<file path="src/rtl/cursor_ctrl_if.sv">
// cursor_ctrl_if: raw active-low pushbuttons in, grid cursor and select strobe out
interface cursor_ctrl_if;
  logic key_up_n;
  logic key_down_n;
  logic key_left_n;
  logic key_right_n;
  logic key_sel_n;
  logic [2:0] i_actual;
  logic [2:0] j_actual;
  logic sel_pulse;
  logic [2:0] sel_i;
  logic [2:0] sel_j;
  modport master (
    output key_up_n, key_down_n, key_left_n, key_right_n, key_sel_n,
    input  i_actual, j_actual, sel_pulse, sel_i, sel_j
  );
  modport slave (
    input  key_up_n, key_down_n, key_left_n, key_right_n, key_sel_n,
    output i_actual, j_actual, sel_pulse, sel_i, sel_j
  );
endinterface

</file>
<file path="src/rtl/cursor_ctrl.sv">
// cursor_ctrl: debounced pushbuttons move a wrapping grid cursor and strobe select.
// Define AUTO_REPEAT_EN to add hold-to-repeat moves on the direction keys.
module cursor_ctrl #(
  parameter int ROWS            = 8,
  parameter int COLS            = 8,
  parameter int DEBOUNCE_CYCLES = 500000,
  parameter int REPEAT_DELAY    = 25000000,
  parameter int REPEAT_PERIOD   = 5000000
) (
  input logic clk,
  input logic rst,
  cursor_ctrl_if.slave bus
);
  localparam int DW = $clog2(DEBOUNCE_CYCLES);
  localparam logic [DW-1:0] D_LAST = DW'(DEBOUNCE_CYCLES - 1);
  localparam logic [2:0] I_MAX = 3'(ROWS - 1);
  localparam logic [2:0] J_MAX = 3'(COLS - 1);
`ifdef AUTO_REPEAT_EN
  localparam int RMAX = (REPEAT_DELAY > REPEAT_PERIOD) ? REPEAT_DELAY : REPEAT_PERIOD;
  localparam int RW = $clog2(RMAX + 1);
  localparam logic [RW-1:0] DLY_LAST = RW'(REPEAT_DELAY - 1);
  localparam logic [RW-1:0] PER_LAST = RW'(REPEAT_PERIOD - 1);
  typedef enum logic [1:0] {IDLE, HELD, REPEAT} dir_state_t;
`else
  typedef enum logic [0:0] {IDLE, HELD} dir_state_t;
`endif
  logic [4:0] raw, s1, s2, deb, deb_d, press;
  logic [3:0] mv;
  logic [2:0] i_q, j_q, i_nx, j_nx, sel_i_q, sel_j_q;
  logic sel_q;
  // bit order: 0 up, 1 down, 2 left, 3 right, 4 select; 1 means pressed
  assign raw = ~{bus.key_sel_n, bus.key_right_n, bus.key_left_n, bus.key_down_n, bus.key_up_n};
  assign press = deb & ~deb_d;
  always_ff @(posedge clk) begin
    if (rst) begin
      s1 <= '0;
      s2 <= '0;
      deb_d <= '0;
    end else begin
      s1 <= raw;
      s2 <= s1;
      deb_d <= deb;
    end
  end
  for (genvar k = 0; k < 5; k++) begin : g_deb
    logic [DW-1:0] cnt;
    logic deb_r;
    assign deb[k] = deb_r;
    always_ff @(posedge clk) begin
      if (rst) begin
        cnt <= '0;
        deb_r <= 1'b0;
      end else if (s2[k] == deb_r) begin
        cnt <= '0;
      end else if (cnt == D_LAST) begin
        cnt <= '0;
        deb_r <= ~deb_r;
      end else begin
        cnt <= cnt + 1'b1;
      end
    end
  end
  for (genvar k = 0; k < 4; k++) begin : g_dir
    dir_state_t st, st_nx;
    logic rep;
`ifdef AUTO_REPEAT_EN
    logic [RW-1:0] hcnt, hcnt_nx;
    always_ff @(posedge clk) begin
      st <= rst ? IDLE : st_nx;
      hcnt <= rst ? '0 : hcnt_nx;
    end
`else
    always_ff @(posedge clk) begin
      st <= rst ? IDLE : st_nx;
    end
`endif
    always_comb begin
      st_nx = st;
      rep = 1'b0;
`ifdef AUTO_REPEAT_EN
      hcnt_nx = '0;
`endif
      if (!deb[k]) begin
        st_nx = IDLE;
      end else if (st == IDLE) begin
        st_nx = press[k] ? HELD : IDLE;
`ifdef AUTO_REPEAT_EN
      end else if (st == HELD) begin
        rep = (hcnt == DLY_LAST);
        st_nx = rep ? REPEAT : HELD;
        hcnt_nx = rep ? '0 : hcnt + 1'b1;
      end else begin
        rep = (hcnt == PER_LAST);
        hcnt_nx = rep ? '0 : hcnt + 1'b1;
`endif
      end
    end
    assign mv[k] = (press[k] && st == IDLE) || rep;
  end
  // one move per cycle, up > down > left > right
  always_comb begin
    i_nx = i_q;
    j_nx = j_q;
    if (mv[0]) i_nx = (i_q == 3'd0) ? I_MAX : i_q - 3'd1;
    else if (mv[1]) i_nx = (i_q == I_MAX) ? 3'd0 : i_q + 3'd1;
    else if (mv[2]) j_nx = (j_q == 3'd0) ? J_MAX : j_q - 3'd1;
    else if (mv[3]) j_nx = (j_q == J_MAX) ? 3'd0 : j_q + 3'd1;
  end
  always_ff @(posedge clk) begin
    if (rst) begin
      i_q <= '0;
      j_q <= '0;
      sel_q <= 1'b0;
      sel_i_q <= '0;
      sel_j_q <= '0;
    end else begin
      i_q <= i_nx;
      j_q <= j_nx;
      sel_q <= press[4];
      if (press[4]) begin
        sel_i_q <= i_q;
        sel_j_q <= j_q;
      end
    end
  end
  assign bus.i_actual = i_q;
  assign bus.j_actual = j_q;
  assign bus.sel_pulse = sel_q;
  assign bus.sel_i = sel_i_q;
  assign bus.sel_j = sel_j_q;
endmodule

</file>
<file path="src/flat_wrapper.sv">
// flat-port wrapper written by rule: the top's interface ports become plain ports
module cursor_ctrl_flat 
#(
  parameter int ROWS            = 8,
  parameter int COLS            = 8,
  parameter int DEBOUNCE_CYCLES = 500000,
  parameter int REPEAT_DELAY    = 25000000,
  parameter int REPEAT_PERIOD   = 5000000
)
  (clk, rst, bus_key_up_n, bus_key_down_n, bus_key_left_n, bus_key_right_n, bus_key_sel_n, bus_i_actual, bus_j_actual, bus_sel_pulse, bus_sel_i, bus_sel_j);
  cursor_ctrl_if bus_i ();
  input logic clk;
  input logic rst;
  input wire logic [$bits(bus_i.key_up_n)-1:0] bus_key_up_n;
  input wire logic [$bits(bus_i.key_down_n)-1:0] bus_key_down_n;
  input wire logic [$bits(bus_i.key_left_n)-1:0] bus_key_left_n;
  input wire logic [$bits(bus_i.key_right_n)-1:0] bus_key_right_n;
  input wire logic [$bits(bus_i.key_sel_n)-1:0] bus_key_sel_n;
  output wire logic [$bits(bus_i.i_actual)-1:0] bus_i_actual;
  output wire logic [$bits(bus_i.j_actual)-1:0] bus_j_actual;
  output wire logic [$bits(bus_i.sel_pulse)-1:0] bus_sel_pulse;
  output wire logic [$bits(bus_i.sel_i)-1:0] bus_sel_i;
  output wire logic [$bits(bus_i.sel_j)-1:0] bus_sel_j;
  assign bus_i.key_up_n = bus_key_up_n;
  assign bus_i.key_down_n = bus_key_down_n;
  assign bus_i.key_left_n = bus_key_left_n;
  assign bus_i.key_right_n = bus_key_right_n;
  assign bus_i.key_sel_n = bus_key_sel_n;
  assign bus_i_actual = bus_i.i_actual;
  assign bus_j_actual = bus_i.j_actual;
  assign bus_sel_pulse = bus_i.sel_pulse;
  assign bus_sel_i = bus_i.sel_i;
  assign bus_sel_j = bus_i.sel_j;
  cursor_ctrl #(.ROWS(ROWS), .COLS(COLS), .DEBOUNCE_CYCLES(DEBOUNCE_CYCLES), .REPEAT_DELAY(REPEAT_DELAY), .REPEAT_PERIOD(REPEAT_PERIOD)) u_core (.clk(clk), .rst(rst), .bus(bus_i));
endmodule
</file>
<file path="config.mk">
export PLATFORM = sky130hd
export DESIGN_NAME = cursor_ctrl_flat
export DESIGN_NICKNAME = d
export VERILOG_FILES = /design/src/rtl/cursor_ctrl_if.sv /design/src/rtl/cursor_ctrl.sv /design/src/flat_wrapper.sv
export SDC_FILE = /design/constraint.sdc
export NUM_CORES = 1
export LEC_CHECK = 0
export CORE_ASPECT_RATIO = 1.5
export CORE_UTILIZATION = 61
export DETAILED_ROUTE_END_ITERATION = 7
export PLACE_DENSITY_LB_ADDON = 0.3
export SLEW_MARGIN = 40
export SYNTH_ARGS = -nofsm -noshare
export SYNTH_HDL_FRONTEND = slang
export SYNTH_SLANG_ARGS = --single-unit
</file>
<file path="constraint.sdc">
create_clock -name clk -period 2.7 [get_ports clk]
set_clock_uncertainty 0.2 [all_clocks]
set_input_delay 0.54 -clock clk [delete_from_list [all_inputs] [get_ports clk]]
set_output_delay 0.54 -clock clk [all_outputs]
set_load 0.005 [all_outputs]
</file>
==> results.yml <==
critical_path:
  r2r-end: "u_core.g_deb[2].cnt[18]"
  crit_required_ns: 2.83
  reg2reg_slack_ns: 0.32
  rr_worst_depth: 5
  crit_path_max_fanout: 8
  critical_path_class: "register to register"
  cp-startpoint: "u_core.g_deb[2].cnt[0]"
  crit_path_end: "u_core.g_deb[2].cnt[18]"
  critPathLaunchType: "register"
  r2r-start: "u_core.g_deb[2].cnt[0]"
  critPathArrivalTime_ns: 2.51
  cp-end-kind: "register"
finish:
  fillCellCount: 719
  regArea_um2: 2640
  nNetsFinal: 713
  layout-drive-gt1-share: 0.0638
  fin_util: 0.724
  num_antenna_cells: 0
  multiInputGateArea_um2: 3040
  area_growth_pct: 14.8
route:
  totalWireLength_um: 11900
  drtAntennaViolNets: 0
  wl_per_cell_um: 14.6
  num_vias: 4891
  route.detailed.drc: 0
  drt_iter0_drc: 317
  routed_via_density: 5.99
  drt_pre_antenna_iters: 5
hold_path:
  hold_path.startpoint: "u_core.deb_d[4]"
  hold_class: "register to register"
yosys:
  ys_ff_latch: 132
  yosysTopAreaCell: "dfxtp_1"
  synthDistinctLibCells: 47
  yosys-top-cells-count: "dfxtp_1 (132), nor2_1 (95), a21oi_1 (43)"
  yosysWarningCount: 0
  synth-edff-count: 0
  syn_nets: 683
  synthArstFlopShare: 0
  avgSynthCellArea_um2: 8.80
  yosysMostFrequentCell: "dfxtp_1"
  synth_top_cell_area_share: 0.453
  netlist_instances: 663
  synth_flop_cell: "dfxtp_1"
  synthTopCellsByArea: "dfxtp_1 (45%), nor2_1 (6.1%), xor2_1 (5.1%)"
  yosysSeqAreaShare: 0.453
  syn-cell-area_um2: 5830
sta:
  rsz0062_at_grt: "no"
  setup-violations-final: 0
  period_minus_slack_ns: 2.38
  worst_pin_slew_ns: 0.681
  finalHoldViolCount: 0
  finalMaxSlewViolations: 0
  fmax_mhz: 421
  fin_hold_ws_ns: 0.209
  post-route-period-util: 0.880
  relSlewSlack: 0.546
  finalSetupTns_ns: 0
placed_design:
  gp_congestion: 0.879
  portBuffers: 19
  dp.final_hpwl_um: 8070
clock_tree:
  h-tree-depth: 4
  postCtsHoldBufs: 0
  clock-sinks: 132
  numCtsBuffers: 17
  cts_tree: "built"
  cts_setup_buffers: 0
  clockBufferDepth: 2
  post_cts_resized: 0
  cts.clk_slew.worst_paths_ns: 0.05
  insertion_delay_ns: 0.41
  clk_root_buffer_cell: "clkbuf_16"
run:
  drv_cap: 0
floorplan:
  die_w_um: 81.8
  io-pin-count: 20
  start_util: 0.630
  rows: 43
  die_y_um: 122
  dieArea_um2: 9970
  core_area_um2: 9250
global_route:
  grt_max_degree: 20
  overflow: 0
  grt_pass1_wl_um: 20100
  track_usage: 0.260
  first_global_vias: 4748
  antenna_found_initial: 0
power_and_ir_drop:
  p_leak_uw: 0.00218
  peakVddDrop_uv: 516
  p_per_area_nw_per_um2: 610
outcome:
  status: "complete, no violations"
## cell type report
cell class / count / area share
Clock buffer: 27 / 0.0781
Clock inverter: 4 / 0.00299
Inverter: 23 / 0.0129
Multi-Input combinational cell: 492 / 0.453
Sequential cell: 132 / 0.394
Tap cell: 112 / 0.0209
Timing Repair Buffer: 27 / 0.0374
## worst min-delay path by stage
stage                                 endpoint  depth (start not counted)  slack [ns]
final                     u_core.bus.sel_pulse                          1        0.21
after global routing      u_core.bus.sel_pulse                          1        0.23
after CTS                 u_core.bus.sel_pulse                          1        0.21
after detailed placement  u_core.bus.sel_pulse                          1        0.20
after global placement    u_core.bus.sel_pulse                          1        0.19
after floorplan           u_core.bus.sel_pulse                          1        0.18
## metal layers
layer  vias up  wire length [um]  global-route usage
met1      2326              4850               0.276
met2       124              6310               0.449
li1       2411                 -                   -
met3        30               471              0.0794
met5         -                 0                   0
met4         0               297               0.135
## worst max-delay path, stage by stage, from the launching register on
cell	delay, ns
dfxtp_1	0.37
ha_1	0.24
nand4_1	0.33
nor4_1	0.52
or3b_2	0.48
a21oi_1	0.16
## cell usage in the layout (no fill, tap or decap), types with 14 or more instances in the layout
| cell | instances |
|---|---|
| and3_1 | 14 |
| nor4_1 | 15 |
| nand3_1 | 32 |
| nor2_1 | 95 |
| or3_1 | 16 |
| nand4_1 | 27 |
| a21oi_1 | 43 |
| xnor2_1 | 29 |
| o21ai_0 | 23 |
| xor2_1 | 34 |
| clkdlybuf4s50_1 | 19 |
| nand2_1 | 39 |
| dfxtp_1 | 132 |
| inv_1 | 23 |
| clkbuf_16 | 17 |
## metrics by stage
step	cell area [um2]	cells	power [uW]	setup slack, ns
2_1_floorplan	5830	663	2030	0.570
3_3_place_gp	6150	786	2050	0.366
3_5_place_dp	6160	786	2050	0.384
4_1_cts	6700	817	4120	0.368
5_1_grt	6700	817	4220	0.244
6_report	6700	817	4090	0.324
## flip-flops by register name, summed over array words and instances (netlist names)
register / cells
u_core.bus.i_actual: 3
u_core.bus.j_actual: 3
u_core.bus.sel_i: 3
u_core.bus.sel_j: 3
u_core.bus.sel_pulse: 1
u_core.deb_d: 5
u_core.g_deb.cnt: 95
u_core.g_deb.deb_r: 5
u_core.g_dir.st: 4
u_core.s1: 5
u_core.s2: 5
## cell families (layout without fill, tap and decap cells)
kind of cell	after synthesis	count (layout)	share of synthesized area
DFF	132	132	0.453
adders and majority gates	13	13	0.0279
xor gates and xnor gates	63	63	0.0946
muxes	2	2	0.00343
AOI/OAI and AO/OA	93	93	0.0937
buffers and inverters	39	81	0.0270
and+or+nand+nor	321	321	0.300
## where the power goes
part / switching [uW] / leakage [uW] / internal (uW)
Sequential: 5.38 / 0.00107 / 1960
Clock: 771 / 0.000273 / 1310
Combinational: 26.5 / 0.000840 / 19.7
Note: power is estimated with default switching activity, not from simulation.
